`src/rtl/alu_arb.sv`:
```
// Two-requester front end for a single shared combinational ALU.
// It arbitrates one operation per cycle into a one-deep result register.
package alu_arb_pkg;
  typedef enum logic [3:0] {
    ALU_ADD  = 4'd0,
    ALU_SUB  = 4'd1,
    ALU_AND  = 4'd2,
    ALU_OR   = 4'd3,
    ALU_XOR  = 4'd4,
    ALU_SLL  = 4'd5,
    ALU_SRL  = 4'd6,
    ALU_SRA  = 4'd7,
    ALU_SLT  = 4'd8,
    ALU_SLTU = 4'd9
  } t_alu_op;

  typedef enum logic {
    ST_EMPTY = 1'b0,
    ST_FULL  = 1'b1
  } t_rsp_state;
endpackage

module alu
  import alu_arb_pkg::*;
(
  input  t_alu_op     op,
  input  logic [31:0] in1,
  input  logic [31:0] in2,
  output logic [31:0] result
);
  logic [4:0] shamt;

  // Shifts use only the low five bits of in2; all arithmetic wraps at 32 bits.
  always_comb begin
    shamt  = in2[4:0];
    result = '0;
    case (op)
      ALU_ADD:  result = in1 + in2;
      ALU_SUB:  result = in1 - in2;
      ALU_AND:  result = in1 & in2;
      ALU_OR:   result = in1 | in2;
      ALU_XOR:  result = in1 ^ in2;
      ALU_SLL:  result = in1 << shamt;
      ALU_SRL:  result = in1 >> shamt;
      ALU_SRA:  result = $unsigned($signed(in1) >>> shamt);
      ALU_SLT:  result = {31'b0, $signed(in1) < $signed(in2)};
      ALU_SLTU: result = {31'b0, in1 < in2};
      default:  result = '0;
    endcase
  end
endmodule

module alu_arb
  import alu_arb_pkg::*;
#(
  parameter bit RR_EN = 1'b1
) (
  input  logic        clk,
  input  logic        rst,
  input  logic        req0_valid,
  output logic        req0_ready,
  input  t_alu_op     req0_op,
  input  logic [31:0] req0_in1,
  input  logic [31:0] req0_in2,
  input  logic        req1_valid,
  output logic        req1_ready,
  input  t_alu_op     req1_op,
  input  logic [31:0] req1_in1,
  input  logic [31:0] req1_in2,
  output logic        rsp_valid,
  input  logic        rsp_ready,
  output logic        rsp_id,
  output logic [31:0] rsp_data,
  output logic        busy,
  output logic        dbg_state,
  output logic        dbg_last_grant
);
  // Handshake: a transfer happens on a rising edge where valid and ready are
  // both high; a requester holds op/operands stable until it sees ready, and
  // the result stays stable while rsp_valid is high and rsp_ready is low.

  t_rsp_state  state_q, state_d;
  logic        last_grant_q, last_grant_d;
  logic        rsp_id_q, rsp_id_d;
  logic [31:0] rsp_data_q, rsp_data_d;

  logic        can_accept;
  logic        accept;
  logic        grant;
  t_alu_op     alu_op;
  logic [31:0] alu_in1;
  logic [31:0] alu_in2;
  logic [31:0] alu_res;

  // Under contention, round-robin hands the win to whoever lost last time.
  always_comb begin
    grant = 1'b0;
    if (req0_valid && req1_valid) begin
      grant = RR_EN ? ~last_grant_q : 1'b0;
    end else if (req1_valid) begin
      grant = 1'b1;
    end
  end

  // The register can take a new result when empty or when it drains this cycle.
  always_comb begin
    can_accept = (state_q == ST_EMPTY) || rsp_ready;
    accept     = !rst && can_accept && (req0_valid || req1_valid);
    req0_ready = accept && (grant == 1'b0);
    req1_ready = accept && (grant == 1'b1);
  end

  always_comb begin
    alu_op  = grant ? req1_op  : req0_op;
    alu_in1 = grant ? req1_in1 : req0_in1;
    alu_in2 = grant ? req1_in2 : req0_in2;
  end

  alu u_alu (
    .op     (alu_op),
    .in1    (alu_in1),
    .in2    (alu_in2),
    .result (alu_res)
  );

  always_comb begin
    state_d      = state_q;
    last_grant_d = last_grant_q;
    rsp_id_d     = rsp_id_q;
    rsp_data_d   = rsp_data_q;
    case (state_q)
      ST_EMPTY: if (accept) state_d = ST_FULL;
      ST_FULL:  if (rsp_ready && !accept) state_d = ST_EMPTY;
      default:  state_d = ST_EMPTY;
    endcase
    if (accept) begin
      last_grant_d = grant;
      rsp_id_d     = grant;
      rsp_data_d   = alu_res;
    end
  end

  always_ff @(posedge clk) begin
    if (rst) begin
      state_q      <= ST_EMPTY;
      last_grant_q <= 1'b1;
      rsp_id_q     <= 1'b0;
      rsp_data_q   <= '0;
    end else begin
      state_q      <= state_d;
      last_grant_q <= last_grant_d;
      rsp_id_q     <= rsp_id_d;
      rsp_data_q   <= rsp_data_d;
    end
  end

  always_comb begin
    rsp_valid      = (state_q == ST_FULL);
    busy           = rsp_valid;
    rsp_id         = rsp_id_q;
    rsp_data       = rsp_data_q;
    dbg_state      = (state_q == ST_FULL);
    dbg_last_grant = last_grant_q;
  end
endmodule

```
`config.mk`:
```
export PLATFORM = sky130hd
export DESIGN_NAME = alu_arb
export DESIGN_NICKNAME = d
export VERILOG_FILES = /design/src/rtl/alu_arb.sv
export SDC_FILE = /design/constraint.sdc
export NUM_CORES = 1
export LEC_CHECK = 0
export CAP_MARGIN = 20
export CORE_MARGIN = 4
export CORE_UTILIZATION = 35
export CTS_BUF_LIST = sky130_fd_sc_hd__clkbuf_4
export DETAILED_ROUTE_END_ITERATION = 10
export GPL_TIMING_DRIVEN = 0
export HOLD_SLACK_MARGIN = 0.03
export RECOVER_POWER = 25
export SLEW_MARGIN = 5
export SYNTH_ARGS = -nofsm -noshare
export SYNTH_HDL_FRONTEND = slang
export SYNTH_SLANG_ARGS = --single-unit
```
`constraint.sdc`:
```
create_clock -name clk -period 13.6 [get_ports clk]
set_input_delay 4.08 -clock clk [delete_from_list [all_inputs] [get_ports clk]]
set_output_delay 4.08 -clock clk [all_outputs]
set_load 0.01 [all_outputs]
```
### Word level (Yosys, flattened, before mapping)

Index checks and enable logic that the tools add are counted.

* register bits after elaboration: 35
* word-level logic and storage cells: 46
* input port bits: 141
* output and inout bits: 39

* equal/unequal tests: 9
* order comparisons: 2
* reductions and logical operators: 11
* bitwise operators: 6
* add/subtract/negate cells: 2
* shift operators: 3
* multiplexer cells: 9

Operators by type and width (number)
* 32-bit one-hot mux with 10 select lines: 1
* 32-bit < comparator: 2
* 32-bit two-way mux: 2
* 32-bit adder: 1
* 32-bit AND: 1
* 32-bit bitwise OR: 1
* 32-bit by 5-bit left shift with 32-bit output: 1
* 32-bit by 5-bit right shift with 32-bit output: 1
* 32-bit by 5-bit >>> shifter with 32-bit output: 1
* 32-bit subtractor: 1
* 32-bit XOR: 1
* 4-bit by 3-bit == test with 1-bit output, second input constant: 4
* 4-bit by 2-bit == test with 1-bit output, second input constant: 2
* 4-bit == test, second input constant: 2
* 1-bit logical AND: 6
* 4-bit by 1-bit == test with 1-bit output, second input constant: 1
* 4-bit zero test: 1
* 1-bit two-way mux: 4
* 4-bit two-way mux: 1
* 1-bit NOT: 3
* 1-bit zero test: 2
* 1-bit logical OR: 2
* 1-bit one-hot mux with 2 select lines: 1

### Depth between registers and ports, before layout

Gate-level depths: netlist of run 1.

* depth in word-level cells: 8
* mapped depth: 20

### By module

Synthesis of run 1 repeated with hierarchy kept, for this count alone.

* cells, all modules: 1436
* area, all modules: 10626.4 um^2

By module, submodules not included
* alu: instances 1, sequential area each 0.0 um^2, area an instance 8341.8 um^2, cells each 1196
* alu_arb: instances 1, sequential area each 700.7 um^2, area an instance 2284.7 um^2, cells each 240

### Least setup slack after synthesis of run 1

OpenSTA, ideal clock, no wires.

* path kind: input port to output port
* start: in req1_valid
* end: out req0_ready
* setup slack: 3.998 ns
* cell stages on the path: 7
* arrival: 5.522 ns
* cell sequence: a21boi_2 -> buf_4 -> buf_6 -> buf_2 -> buf_2 -> buf_1 -> nor2_1

* word-level cells in the longest chain between the ends: 4
* elaborated cells on any way between the ends: 7

Ends and longest elaborated chain
* start, declared: line 65 `input logic req1_valid,`
* 1-bit two-way mux or 1-bit logical AND (tied branches): line 100, 98
* 1-bit two-way mux: line 98 `if (req0_valid && req1_valid) begin`
* 1-bit NOT: line 109 `req0_ready = accept && (grant == 1'b0);`
* 1-bit logical AND (*): line 109
* end, declared: line 61 `output logic req0_ready,`

Every way passes the cells marked *; elsewhere a longest branch is shown, timed or not.

### Worst setup path in the final report of run 1

* start: in req0_valid
* end: out req0_ready

* word-level cells in the longest chain between the ends: 4
* elaborated cells on any way between the ends: 6

Ends and longest elaborated chain
* start, declared: line 60 `input logic req0_valid,`
* 1-bit logical AND: line 98
* 1-bit two-way mux: line 98
* 1-bit NOT: line 109
* 1-bit logical AND (*): line 109

Marks and branches as above.

==> impl_summary.txt, run 1 <==
----------------------------------------------------
[Outcome]
  Outcome ... finished clean

[Worst setup path]
  Startpoint-to-endpoint class of the critical path ... input port to output pin
  Kind of cell adding the most delay to the critical path ... buffers and inverters
  R2R Path Start ... dbg_last_grant
  Path depth of the worst reg2reg path ... 18
  CP endpoint kind ... output pin
  Count of buffer and inverter cells on the critical path ... 8
  Worst setup SP type ... input port
  Data required, critical path ... between 9 and 10 ns
  Endpoint of the most critical register-to-register path ... rsp_data[31]
  Worst-path maximum fanout ... 10
  Largest stage delay, worst path ... between 0.6 and 0.7 ns
  Critical Path Slowest Stage Cell ... sky130_fd_sc_hd__dlygate4sd3_1
  Critical Path AT ... around 8.0 ns
  List of cells traversed by the critical path ... dlygate4sd3_1 > a21boi_2 > buf_4 > buf_6 > buf_2 > buf_2 > buf_1 > buf_8 > nor2_1 > clkdlybuf4s50_1
  Slack of the worst reg-to-reg path ... about 6.5 ns
  Crit-path most repeated cell ... sky130_fd_sc_hd__buf_2

[Synthesis]
  Number of enable flip-flop cells after synthesis ... 0
  Post-Syn Area ... 13,900 µm²
  Share of flip-flops with an asynchronous set or reset after synthesis ... 0%
  Warnings from Yosys ... 0
  Synthesized instance count ... 2,045
  Number of storage elements in the synthesis netlist ... 35
  Number of different library cells in the post-synthesis netlist ... around 100
  Syn Nets ... 2,285
  Share of the yosys chip area belonging to registers ... roughly 5%
  Syn_area_per_cell ... between 6 and 7 µm²
  Most used DFF post-synth ... sky130_fd_sc_hd__dfxtp_1

[Cells and area]
  Final layout net count ... about 2,500
  Commonest cells after routing, fill and taps aside ... sky130_fd_sc_hd__nand2_1, sky130_fd_sc_hd__mux2i_1, sky130_fd_sc_hd__clkdlybuf4s50_1
  Leading cell type in the layout, fill and taps excluded ... sky130_fd_sc_hd__nand2_1
  Syn-to-layout area delta ... 18.2%
  Layout cells sized above 1 ... 8.02%
  Final core area utilization ... 42.3%
  Final cell count without fillers ... between 2,000 and 3,000

[Global routing]
  Initial antenna violation count ... 1
  Pin count of the biggest net entering global routing ... 13
  Overflow after GRT ... 0
  Via count of the first global-routing pass ... 17,400
  Overall routing resource usage ... 39.7%
  Global-route wire length before repair ... between 100 and 150 mm

[Clock tree]
  Number of clock sinks ... 35
  Worst-skew pair later-pin latency ... around 0.42 ns
  Clock-pin slew of the registers on the worst-case setup and hold paths ... between 0.1 and 0.15 ns
  Clock root buffer ... sky130_fd_sc_hd__clkbuf_4
  Count of buffers added by post-CTS timing repair for setup ... 0
  CTS H-tree depth ... 2
  Cts hold-fix bufs ... 0
  Max clock buf depth ... 2
  Resize count post-CTS ... 0
  CTS tree ... yes
  Num CTS Buffers ... 5

[Placed design]
  Placed Cells ... ~2,700
  DP Wirelength ... between 70 and 80 mm
  Port buffer count ... ~170
  Routability congestion estimate ... about 1.0

[Power]
  Maximum vdd drop ... about 34 µV
  Leakage power figure ... around 0.0071 µW
  Power density over the cells ... between 70 and 80 nW/µm²

[STA]
  Upper clock frequency limit ... 82.8 MHz
  Max Clock Skew ... approximately 0.021 ns
  Minimum hold slack ... between 0.5 and 0.6 ns
  Final period util ... about 89%
  Clock period minus worst slack ... about 12 ns
  Slew at the pin closest to its max-slew limit ... 1.16 ns
  Pins Over Slew Limit ... 0
  Max-slew headroom at the worst pin ... between 20% and 30%
  Final setup TNS ... 0 ns
  Setup repair after global routing missed its margin ... false
  Final hold vios ... 0
  Final number of setup-violating endpoints ... 0

[Routing]
  Number of iterations in the first detailed-routing pass ... 9
  Detailed-route wire length ... a little over 90 mm
  Post-detailed-route via-to-cell ratio ... slightly below 7
  Post-route antenna net violation count ... 0
  Detail-routed net length per standard cell ... approximately 33 µm
  Drt first-iter violations ... ~2,700
  DR DRC count ... 0
  Vias ... 18,500

[Floorplanning]
  Die outline area ... about 43,000 µm²
  Row Count ... 72
  Initial Util ... 35.8%
  Overall die height ... 208 µm
  Chip width ... between 200 and 250 µm
  Std-Cell Core Area ... 39,000 µm²
  Number of I/O pins ... between 150 and 200

[Hold path]
  Cell count of the worst hold path ... 2
  Type of the tightest min-delay check ... flop to flop
  Worst Hold End ... rsp_id
  Hold Path Origin ... rsp_id

[Flow run]
  Max cap viols ... 0

----------------------------------------------------
through the flow:
| step | worst slack, ns | total power, µW | cell area [µm²] |
|---|---|---|---|
| global route | 1.57 | 1240 | 16500 |
| finish | 1.53 | 1200 | 16500 |
| global placement | 1.29 | 1070 | 16300 |
| detailed placement | 1.31 | 1060 | 16400 |
| CTS | 1.30 | 1150 | 16400 |
| floorplan | 4.00 | 680 | 13900 |
power by group:
part	switching, µW	internal [µW]	leakage, µW	total [µW]
logic	669	321	0.00676	990
registers	10.6	111	0.000286	122
clock network	48.6	37.8	0.0000426	86.4
total	728	470	0.00709	1200
cell families after synthesis:
family / share of synthesized area [%]
AO/OA/AOI/OAI: 30.0
AND/OR/NAND/NOR: 24.5
buffers and inverters: 8.82
flip-flops: 5.02
XOR/XNOR: 0.377
multiplexers: 22.3
adder cells (fa/ha/maj): 8.99
cell usage after synthesis (all sizes together), types with 9 or more instances:
| cell | n | area share, % |
|---|---|---|
| nand2 | 333 | 9.0 |
| a311oi | 9 | 0.61 |
| nor4 | 22 | 0.99 |
| nor2b | 28 | 1.3 |
| inv | 99 | 2.7 |
| and3 | 16 | 0.72 |
| mux2 | 43 | 3.7 |
| a22oi | 15 | 0.81 |
| nand3 | 47 | 1.7 |
| a21oi | 139 | 5.0 |
| a222oi | 11 | 0.79 |
| nor2 | 148 | 4.0 |
| ha | 97 | 8.7 |
| a31oi | 37 | 1.7 |
| or3 | 10 | 0.45 |
| o22ai | 21 | 0.94 |
| o221ai | 15 | 0.94 |
| mux2i | 241 | 18 |
| o21bai | 9 | 0.48 |
| o211ai | 37 | 2.0 |
| a21o | 14 | 0.75 |
| o21ai | 120 | 4.3 |
| a2111oi | 9 | 0.65 |
| nand4 | 11 | 0.49 |
| nand2b | 15 | 0.67 |
| o31ai | 16 | 0.86 |
| a221oi | 15 | 0.94 |
| buf | 89 | 4.1 |
| nor3 | 50 | 1.8 |
| a211oi | 42 | 2.4 |
| clkbuf | 73 | 2.0 |
| o21a | 10 | 0.54 |
| dfxtp | 35 | 5.0 |
| or4 | 10 | 0.54 |
| or2 | 11 | 0.49 |
routing by layer:
layer / global-route usage (%) / vias to the layer above / share of wire [%]
li1: - / 7977 / -
met1: 52.9 / 9001 / 41
met2: 61.0 / 1286 / 43
met3: 7.59 / 258 / 10
met4: 21.0 / 0 / 6.3
met5: 0 / - / 0
registers in the layout, summed over array words and instances (netlist names):
register and flops:
busy 1, dbg_last_grant 1, rsp_data 32, rsp_id 1
final cells by class:
class,count,area (µm²)
inverters,101,384
diodes,2,5.00
repair buffers,180,1800
clock inverters,3,38.8
clock buffers,5,37.5
flip-flops and latches,35,701
multi-input cells,1747,12000
plain buffers,162,846
well taps,518,648
fillers,4190,22500
how the worst max path moves through the flow:
stage	endpoint	startpoint	cells past startpoint
2_1_floorplan	req0_ready	req1_valid	7
3_3_place_gp	req0_ready	req1_valid	9
3_5_place_dp	req0_ready	req1_valid	9
4_1_cts	req0_ready	req1_valid	9
5_1_grt	req0_ready	req0_valid	10
6_report	req0_ready	req0_valid	10
tightest hold or removal path: cells and delay by family (launching register included):
kind | cells | cell delay (ns)
AOI/OAI and AO/OA | 1 | 0.06
DFF | 1 | 0.35
and+or+nand+nor | 1 | 0.08
No activity file was read; power rests on OpenSTA's default activity.
==> inputs of run 2 (changes only) <==
Settings changed: ABC_CLOCK_PERIOD_IN_PS from default to 13600, CAP_MARGIN 20 to default.
==> run 2 against run 1 <==
Compared with the run above: the run now ends with capacitance limit left; worst setup slack got worse by 0.52 ns; clock power is 2% higher; cell count shrank 0.18%; final area decreased by 0.30%; register-to-register slack got worse by 0.37 ns.
==> impl_summary.txt, run 2 (synthesized netlist as in run 1, its figures left out) <==
----------------------------------------------------
[Power]
  Power density over the cells ... 72.9 nW/µm² (was 72.7 nW/µm²)
  Leakage power figure ... 0.00706 µW (was 0.00709 µW)
  Maximum vdd drop ... 27.0 µV (was 33.9 µV)

[Cells and area]
  Leading cell type in the layout, fill and taps excluded ... sky130_fd_sc_hd__nand2_1 (unchanged)
  Final layout net count ... 2,467 (was 2,472)
  Commonest cells after routing, fill and taps aside ... sky130_fd_sc_hd__nand2_1, sky130_fd_sc_hd__mux2i_1, sky130_fd_sc_hd__clkdlybuf4s50_1 (unchanged)
  Number of flip-flops under the largest register name ... 32 (unchanged)
  Syn-to-layout area delta ... 17.9% (was 18.2%)
  Layout cells sized above 1 ... 7.81% (was 8.02%)
  Final core area utilization ... 42.1% (was 42.3%)
  Final cell count without fillers ... 2,748 (was 2,753)

[Floorplanning]
  Die outline area ... 43,100 µm² (unchanged)
  Initial Util ... 35.8% (unchanged)
  Overall die height ... 208 µm (unchanged)
  Number of I/O pins ... 180 (unchanged)
  Chip width ... 208 µm (unchanged)
  Std-Cell Core Area ... 39,000 µm² (unchanged)
  Row Count ... 72 (unchanged)

[Routing]
  DR DRC count ... 0 (unchanged)
  Number of iterations in the first detailed-routing pass ... 7 (was 9)
  Vias ... 18,500 (about the same)
  Detail-routed net length per standard cell ... 33.4 µm (was 33.2 µm)
  Detailed-route wire length ... 91.7 mm (was 91.5 mm)
  Drt first-iter violations ... 2,777 (was 2,737)
  Post-route antenna net violation count ... 0 (unchanged)
  Post-detailed-route via-to-cell ratio ... 6.75 (was 6.73)

[Placed design]
  Placed Cells ... 2,738 (was 2,740)
  Port buffer count ... 174 (unchanged)
  DP Wirelength ... 74.3 mm (was 74.4 mm)
  Routability congestion estimate ... 1.04 (unchanged)

[Clock tree]
  Num CTS Buffers ... 5 (unchanged)
  Clock-pin slew of the registers on the worst-case setup and hold paths ... 0.16 ns (was 0.13 ns)
  Resize count post-CTS ... 0 (unchanged)
  Max clock buf depth ... 2 (unchanged)
  Number of clock sinks ... 35 (unchanged)
  Cts hold-fix bufs ... 0 (unchanged)
  Worst-skew pair later-pin latency ... 0.42 ns (about the same)
  CTS H-tree depth ... 2 (unchanged)
  Clock root buffer ... sky130_fd_sc_hd__clkbuf_4 (unchanged)
  CTS tree ... yes (unchanged)
  Count of buffers added by post-CTS timing repair for setup ... 0 (unchanged)

[Global routing]
  Initial antenna violation count ... 4 (was 1)
  Global-route wire length before repair ... 128 mm (about the same)
  Overall routing resource usage ... 39.8% (was 39.7%)
  Via count of the first global-routing pass ... 17,400 (about the same)
  Overflow after GRT ... 0 (unchanged)
  Pin count of the biggest net entering global routing ... 13 (unchanged)

[Worst setup path]
  Slack of the worst reg-to-reg path ... 6.09 ns (was 6.46 ns)
  Start point of the critical path ... req0_valid (unchanged)
  CP endpoint kind ... output pin (unchanged)
  Worst setup SP type ... input port (unchanged)
  Data required, critical path ... 9.52 ns (about the same)
  Endpoint of the most critical register-to-register path ... rsp_data[25] (was rsp_data[31])
  Worst setup path endpoint ... req0_ready (unchanged)
  Critical Path AT ... 8.52 ns (was 7.99 ns)
  Path depth of the worst reg2reg path ... 18 (unchanged)
  R2R Path Start ... dbg_last_grant (unchanged)
  Worst-path maximum fanout ... 10 (unchanged)
  Startpoint-to-endpoint class of the critical path ... input port to output pin (unchanged)

[STA]
  Final number of setup-violating endpoints ... 0 (unchanged)
  Slew at the pin closest to its max-slew limit ... 1.47 ns (was 1.16 ns)
  Max-slew headroom at the worst pin ... 1.25% (was 21.5%)
  Clock period minus worst slack ... 12.60 ns (was 12.07 ns)
  Max Clock Skew ... 0.0318 ns (was 0.0209 ns)
  Final hold vios ... 0 (unchanged)
  Pins Over Slew Limit ... 0 (unchanged)
  Minimum hold slack ... 0.509 ns (was 0.508 ns)
  Final period util ... 92.6% (was 88.8%)
  Final setup TNS ... 0 ns (unchanged)
  Upper clock frequency limit ... 79.4 MHz (was 82.8 MHz)
  Setup repair after global routing missed its margin ... false (unchanged)

[Outcome]
  Failing checks ... capacitance limit
  Outcome ... finished with violations (was finished clean)

[Hold path]
  Type of the tightest min-delay check ... flop to flop (unchanged)

[Flow run]
  Max cap viols ... 1 (was 0)

----------------------------------------------------
-- run 2: layer usage --
metal / up-vias / global-route usage [%] / routed length [µm] / part of all wire, %
li1: 7971 / - / - / -
met1: 8953 / 52.9 / 37700 / 41
met2: 1312 / 61.1 / 38700 / 42
met3: 297 / 7.28 / 8920 / 9.7
met4: 4 / 21.4 / 6370 / 6.9
met5: - / 0 / 26 / 0.028
-- run 2: area by class of cell --
| class | count | area (µm²) |
|---|---|---|
| repair buffers | 175 | 1750 |
| flip-flops and latches | 35 | 701 |
| plain buffers | 162 | 846 |
| diodes | 2 | 5.00 |
| clock buffers | 5 | 37.5 |
| well taps | 518 | 648 |
| multi-input cells | 1747 | 12000 |
| inverters | 101 | 384 |
| clock inverters | 3 | 38.8 |
| fillers | 4182 | 22600 |
-- run 2: through the flow --
step / total power, µW / cell area (µm²) / worst slack [ns]
6_report: 1200 / 16400 / 1.00
5_1_grt: 1240 / 16400 / 1.14
4_1_cts: 1150 / 16400 / 1.32
3_5_place_dp: 1060 / 16400 / 1.33
3_3_place_gp: 1070 / 16300 / 1.29
2_1_floorplan: 680 / 13900 / 4.00
-- run 2: worst min-delay path by stage --
stage	startpoint	to	cells past startpoint
2_1_floorplan	rsp_data[14]	rsp_data[14]	2
3_3_place_gp	rsp_id	rsp_id	2
3_5_place_dp	rsp_data[7]	rsp_data[7]	1
4_1_cts	rsp_data[10]	rsp_data[10]	1
5_1_grt	rsp_id	rsp_id	2
6_report	rsp_data[10]	rsp_data[10]	1
-- run 2: worst max-delay path, stage by stage --
cell	delay, ns
sky130_fd_sc_hd__dlygate4sd3_1	0.62
sky130_fd_sc_hd__a21boi_2	0.65
sky130_fd_sc_hd__buf_4	0.39
sky130_fd_sc_hd__buf_6	0.21
sky130_fd_sc_hd__buf_2	0.36
sky130_fd_sc_hd__buf_2	0.42
sky130_fd_sc_hd__buf_1	1.01
sky130_fd_sc_hd__nor2_1	0.19
sky130_fd_sc_hd__clkdlybuf4s50_1	0.55
-- run 2: power by group --
part / total, µW / switching [µW] / internal, µW
combinational: 989 / 669 / 319
clock: 87.7 / 49.8 / 37.8
sequential: 122 / 10.7 / 111
==> patch 1 (flow settings as in run 2) <==
Register the output `dbg_state`, with the module's reset; this adds one clock of latency there. The other outputs are not delayed to match.
--- a/src/rtl/alu_arb.sv
+++ b/src/rtl/alu_arb.sv
@@ -76,4 +76,6 @@
   output logic        dbg_last_grant
 );
+
+  logic dbg_state_d;
   // Handshake: a transfer happens on a rising edge where valid and ready are
   // both high; a requester holds op/operands stable until it sees ready, and
@@ -160,7 +162,15 @@
     rsp_id         = rsp_id_q;
     rsp_data       = rsp_data_q;
-    dbg_state      = (state_q == ST_FULL);
+    dbg_state_d    = (state_q == ST_FULL);
     dbg_last_grant = last_grant_q;
   end
+  always_ff @(posedge clk) begin
+    if (rst) begin
+      dbg_state <= '0;
+    end else begin
+      dbg_state <= dbg_state_d;
+    end
+  end
+
 endmodule
 
Behaviour: not the same (Yosys sat finds a counterexample within 4 cycles, from zero or initial values and one cycle with rst high).
==> patch 1 against run 2 <==
Cell area is 7.3% lower; routed wire length is 6.8% lower; area after synthesis is 8.2% lower; clock power is 8.0% higher; sequential cell count is 1 higher; register-to-register slack worse by 0.89 ns; power is 6.2% lower; synthesized cell count is 3.5% lower; via count is 5.0% lower; setup slack worse by 0.60 ns; count of clock-buffer cells in the layout stayed put; largest power group unchanged.
==> patch 1: results (changes against run 2) <==
Outcome
  • Run status: completed (was finished with violations)

Final layout
  • Final #Nets: 2395 (was 2467)
  • NonClk Buf Share: 0.1582 (was 0.1579)
  • Inverters: 104 (was 101)
  • Sequential cell area: 720.7 um^2 (was 700.7 um^2)
  • # fillers: 3935 (was 4182)
  • Layout cells sized above 1: 0.06262 (was 0.07810)
  • Buffers excl. clock: 327 (was 337)
  • Multi-input gates: 1681 (was 1747)
  • Clock-cell share of area: 0.005255 (was 0.004644)
  • Fraction of area in multi-input gates: 0.7254 (was 0.7317)
  • Final core utilization: 0.4253 (was 0.4214)

Timing
  • Fmax: 75.75 MHz (was 79.38 MHz)
  • Hold_ws: 0.4690 ns (was 0.5088 ns)
  • Final Skew: 0.01751 ns (was 0.03181 ns)

Place
  • Port bufs: 173 (was 174)
  • Place WS: 0.7149 ns (was 1.325 ns)
  • Gpl congestion: 1.058 (was 1.040)
  • DP Area: 15150 um^2 (was 16350 um^2)
  • Final HPWL DP: 69600 um (was 74330 um)

Power
  • Pwr dens: 73.74 nW/um^2 (was 72.92 nW/um^2)
  • Max VDD drop: 0.03996 mV (was 0.02703 mV)
  • Sequential share of power: 0.107 (was 0.102)
  • Switch Pwr: 682.1 uW (was 729.9 uW)
  • Clock group: 94.7 uW (was 87.7 uW)
  • P_leak: 6.498 nW (was 7.062 nW)

Global routing
  • M3 GR Usage: 0.09543 (was 0.07284)
  • Vias in the first global route: 16550 (was 17430)
  • GR Layer Usage met2: 0.6009 (was 0.6115)
  • First-pass GRT wire length: 118800 um (was 128200 um)
  • GRT Overall Usage: 0.4101 (was 0.3980)

Drt
  • WL met2: 34590 um (was 38690 um)
  • Drt via density: 6.721 (was 6.746)
  • DRT Wirelength: 85460 um (was 91700 um)
  • WL met3: 9556 um (was 8921 um)

Synthesis
  • Most common library cells after synthesis: 350 x nand2_1, 188 x nor2_1, 175 x mux2i_1, 173 x a21oi_1, 101 x inv_1 (was 332 x nand2_1, 232 x mux2i_1, 147 x nor2_1, 139 x a21oi_1, 115 x o21ai_0)
  • Syn Nets: 2213 (was 2285)
  • Top cells by area, synth: mux2i_1 14%, nand2_1 10%, ha_1 9.5% (was mux2i_1 17%, nand2_1 8.9%, ha_1 8.7%)
  • Syn_area_per_cell: 6.486 um^2 (was 6.819 um^2)
  • Yosys cell types: 84 (was 99)

Setup path
  • Critical-path top delay cell: clkbuf_1 (was buf_1)
  • Worst reg-to-reg path cell count: 20 (was 18)
  • R2R Setup Slk: 5.20 ns (was 6.09 ns)
  • RR Endpoint: rsp_data[30]$_SDFFE_PP0P_ (was rsp_data[25]$_SDFFE_PP0P_)
  • Worst Setup SP: req1_valid (was req0_valid)
  • CP max stage delay: 1.06 ns (was 1.01 ns)

Clocking
  • Clk sink count: 36 (was 35)

Hold path
  • Hold Crit Start: rsp_data[16]$_SDFFE_PP0P_ (was rsp_data[10]$_SDFFE_PP0P_)
  • Hold Crit Depth: 2 (was 1)

Die
  • Chip width: 199.2 um (was 207.6 um)
[patch 1: cell types whose count changed after synthesis, sizes merged, moves of 8 or more]
cell	run 2	this run
nand3	47	31
o21ai	120	99
a31oi	37	23
a211oi	42	52
nand2	333	350
buf	89	61
a21oi	139	173
mux2i	241	177
or2	11	3
nor4	22	14
nor2	148	188
clkbuf	73	91
a22oi	15	6
and3	16	5
[patch 1: logic make-up (layout without fill, tap and decap cells)]
group | Yosys count | after routing | share of synthesized area
other cells | 0 | 2 | 0
compound gates | 608 | 608 | 0.3199
simple gates | 734 | 734 | 0.2499
xor+xnor | 13 | 13 | 0.008897
buf+inv | 256 | 439 | 0.08242
fa+ha+maj | 99 | 99 | 0.09797
flops | 36 | 36 | 0.05632
mux | 227 | 227 | 0.1846
[patch 1: critical path, delay by kind of cell]
kind | cells | cell delay (ns)
AND/OR/NAND/NOR | 1 | 0.11
buffers and inverters | 7 | 4.30
AO/OA/AOI/OAI | 1 | 0.60
==> patch 2 (config.mk and constraints of run 2) <==
Made on the original files. `RR_EN`: 1'b1 -> 1'b0.
--- a/src/rtl/alu_arb.sv
+++ b/src/rtl/alu_arb.sv
@@ -54,5 +54,5 @@
   import alu_arb_pkg::*;
 #(
-  parameter bit RR_EN = 1'b1
+  parameter bit RR_EN = 1'b0
 ) (
   input  logic        clk,
Check against the original RTL: not equivalent (Yosys sat finds a counterexample within 4 cycles, from zero or initial values and one cycle with rst high).
==> patch 2 against run 2 <==
Sequential cell count unchanged; routed wire length down 6.0%; power down 13%; synthesized cell count down 8.0%; critical path depth unchanged; count of clock-buffer cells in the layout unchanged; sequential power down 7%; setup slack better by 0.12 ns; cell area down 7.4%; area after synthesis down 8.3%.
==> patch 2: results (changes against run 2) <==
Outcome
  • Run status: completed (was finished with violations)

Global routing
  • Largest net degree at the start of global routing: 13 (unchanged)
  • First-pass GRT wire length: 119300 um (was 128200 um)
  • Vias in the first global route: 16000 (was 17430)
  • Initial antenna violation count: 8 (was 4)
  • GRT Overall Usage: 0.4169 (was 0.3980)

Setup path
  • Critical-path top delay cell: clkdlybuf4s50_1 (was buf_1)
  • Top delay family on crit path: buffers and inverters (unchanged)
  • CP max stage delay: 0.89 ns (was 1.01 ns)
  • Worst reg-to-reg path cell count: 7 (was 18)
  • Worst path arrival time: 8.40 ns (was 8.52 ns)
  • Crit Path Max Fanout: 10 (unchanged)

Clocking
  • Post-CTS setup buffer count: 0 (unchanged)
  • Clk slew on worst S/H paths: 0.15 ns
  • Clock Tree Root: clkbuf_4 (unchanged)
  • Clock Latency Late Sink: 0.47 ns (was 0.42 ns)
  • H-tree depth: 2 (unchanged)
  • CTS buffer count: 5 (unchanged)
  • Clock Path Buffers: 2 (unchanged)
  • # resized after CTS: 0 (unchanged)

Synthesis
  • Syn Nets: 2122 (was 2285)
  • Main synth FF type: dfxtp_1 (unchanged)
  • Most common library cells after synthesis: 270 x nand2_1, 178 x nor2_1, 126 x a21oi_1, 115 x mux2i_1, 112 x o21ai_0 (was 332 x nand2_1, 232 x mux2i_1, 147 x nor2_1, 139 x a21oi_1, 115 x o21ai_0)
  • Top cells by area, synth: ha_1 9.5%, mux2i_1 9.0%, nand2_1 7.9% (was mux2i_1 17%, nand2_1 8.9%, ha_1 8.7%)
  • Seq/Total Area, Yosys: 0.05481 (was 0.05024)
  • Synth async-reset ratio: 0 (unchanged)
  • Yosys cell types: 115 (was 99)
  • Yosys Warn Count: 0 (unchanged)

Drt
  • Iter 0 DRT Violations: 2618 (was 2777)
  • Drt via density: 6.833 (was 6.746)
  • DR pass1 iterations: 5 (was 7)
  • DRT Wirelength: 86160 um (was 91700 um)

Final layout
  • Final #Nets: 2305 (was 2467)
  • Number of flip-flops in the largest register: 32 (unchanged)
  • Layout cells sized above 1: 0.08955 (was 0.07810)
  • # fillers: 3823 (was 4182)

Power
  • Max VDD drop: 0.05189 mV (was 0.02703 mV)
  • P_leak: 6.429 nW (was 7.062 nW)
  • Switch Pwr: 624.0 uW (was 729.9 uW)

Place
  • Final HPWL DP: 71170 um (was 74330 um)
  • Gpl congestion: 1.088 (was 1.040)
  • Port bufs: 176 (was 174)

Hold path
  • Hold Crit Depth: 1 (unchanged)
  • Hold Crit Class: flop to flop (unchanged)

Timing
  • Final Skew: 0.02808 ns (was 0.03181 ns)
  • Rel. slew slack: 0.1272 (was 0.01246)
[patch 2: cell count changes in the layout (fill, tap and decap cells not counted), sizes merged, moves of 15 or more]
cell    change
o211ai     +18
nor2b      -19
o21ai      +18
nor3       -15
mux2       -16
xnor2      +15
nand2      -63
clkbuf     -23
mux2i     -119
nor2       +31
[patch 2: power groups by stage]
stage | sequential, mW | combinational [mW] | clock [mW]
after floorplan | 0.116 | 0.472 | 0
after global placement | 0.115 | 0.790 | 0
after detailed placement | 0.115 | 0.790 | 0
after CTS | 0.113 | 0.794 | 0.0971
after global routing | 0.113 | 0.863 | 0.0997
final | 0.113 | 0.832 | 0.0992
[patch 2: cells by family after synthesis]
family                     synth area share
adders and majority gates           0.09806
DFF                                 0.05481
xor gates and xnor gates            0.01576
buffers and inverters               0.09464
and+or+nand+nor                      0.2378
AOI/OAI and AO/OA                    0.3648
muxes                                0.1342
[patch 2: cell type report]
type                       instances  area, um^2  area share
antenna                            5       12.51   0.0008222
buffer                           150       790.8     0.05197
clock buffer                       5       37.54    0.002467
clock inverter                     3       43.79    0.002878
inverter                         111       419.2     0.02754
multi-input combinational       1586       10870      0.7146
sequential                        35       700.7     0.04605
tap                              461       576.8     0.03790
timing repair buffer             176        1762      0.1158
[patch 2: routing by layer]
layer  part of all wire  track usage  vias up
met5                  0            0        -
met4              0.061       0.1897        0
met3               0.12       0.1088      241
met2               0.40       0.5985     1265
met1               0.42       0.5824     8467
li1                   -            -     7329
[patch 2: path summary, 6_finish.rpt]
kind                            slack, ns                   startpoint                          end
worst min register to register       0.48  dbg_last_grant$_SDFFE_PP1P_  dbg_last_grant$_SDFFE_PP1P_
worst max register to register      10.17              busy$_SDFF_PP0_     rsp_data[2]$_SDFFE_PP0P_
worst min-delay path                 0.48  dbg_last_grant$_SDFFE_PP1P_  dbg_last_grant$_SDFFE_PP1P_
worst max-delay path                 1.12                   req0_valid                   req1_ready
[patch 2: stage by stage]
| stage | setup WS [ns] | hold WS [ns] | cell area, um^2 | total power [mW] | instances |
|---|---|---|---|---|---|
| floorplan | 3.901 | 0.4872 | 12780 | 0.5882 | 1882 |
| global placement | 1.342 | 0.4464 | 15120 | 0.9055 | 2519 |
| detailed placement | 1.320 | 0.4560 | 15120 | 0.9051 | 2519 |
| CTS | 1.306 | 0.4907 | 15200 | 1.004 | 2527 |
| global route | 1.077 | 0.5021 | 15210 | 1.076 | 2528 |
| finish | 1.120 | 0.4833 | 15220 | 1.045 | 2532 |
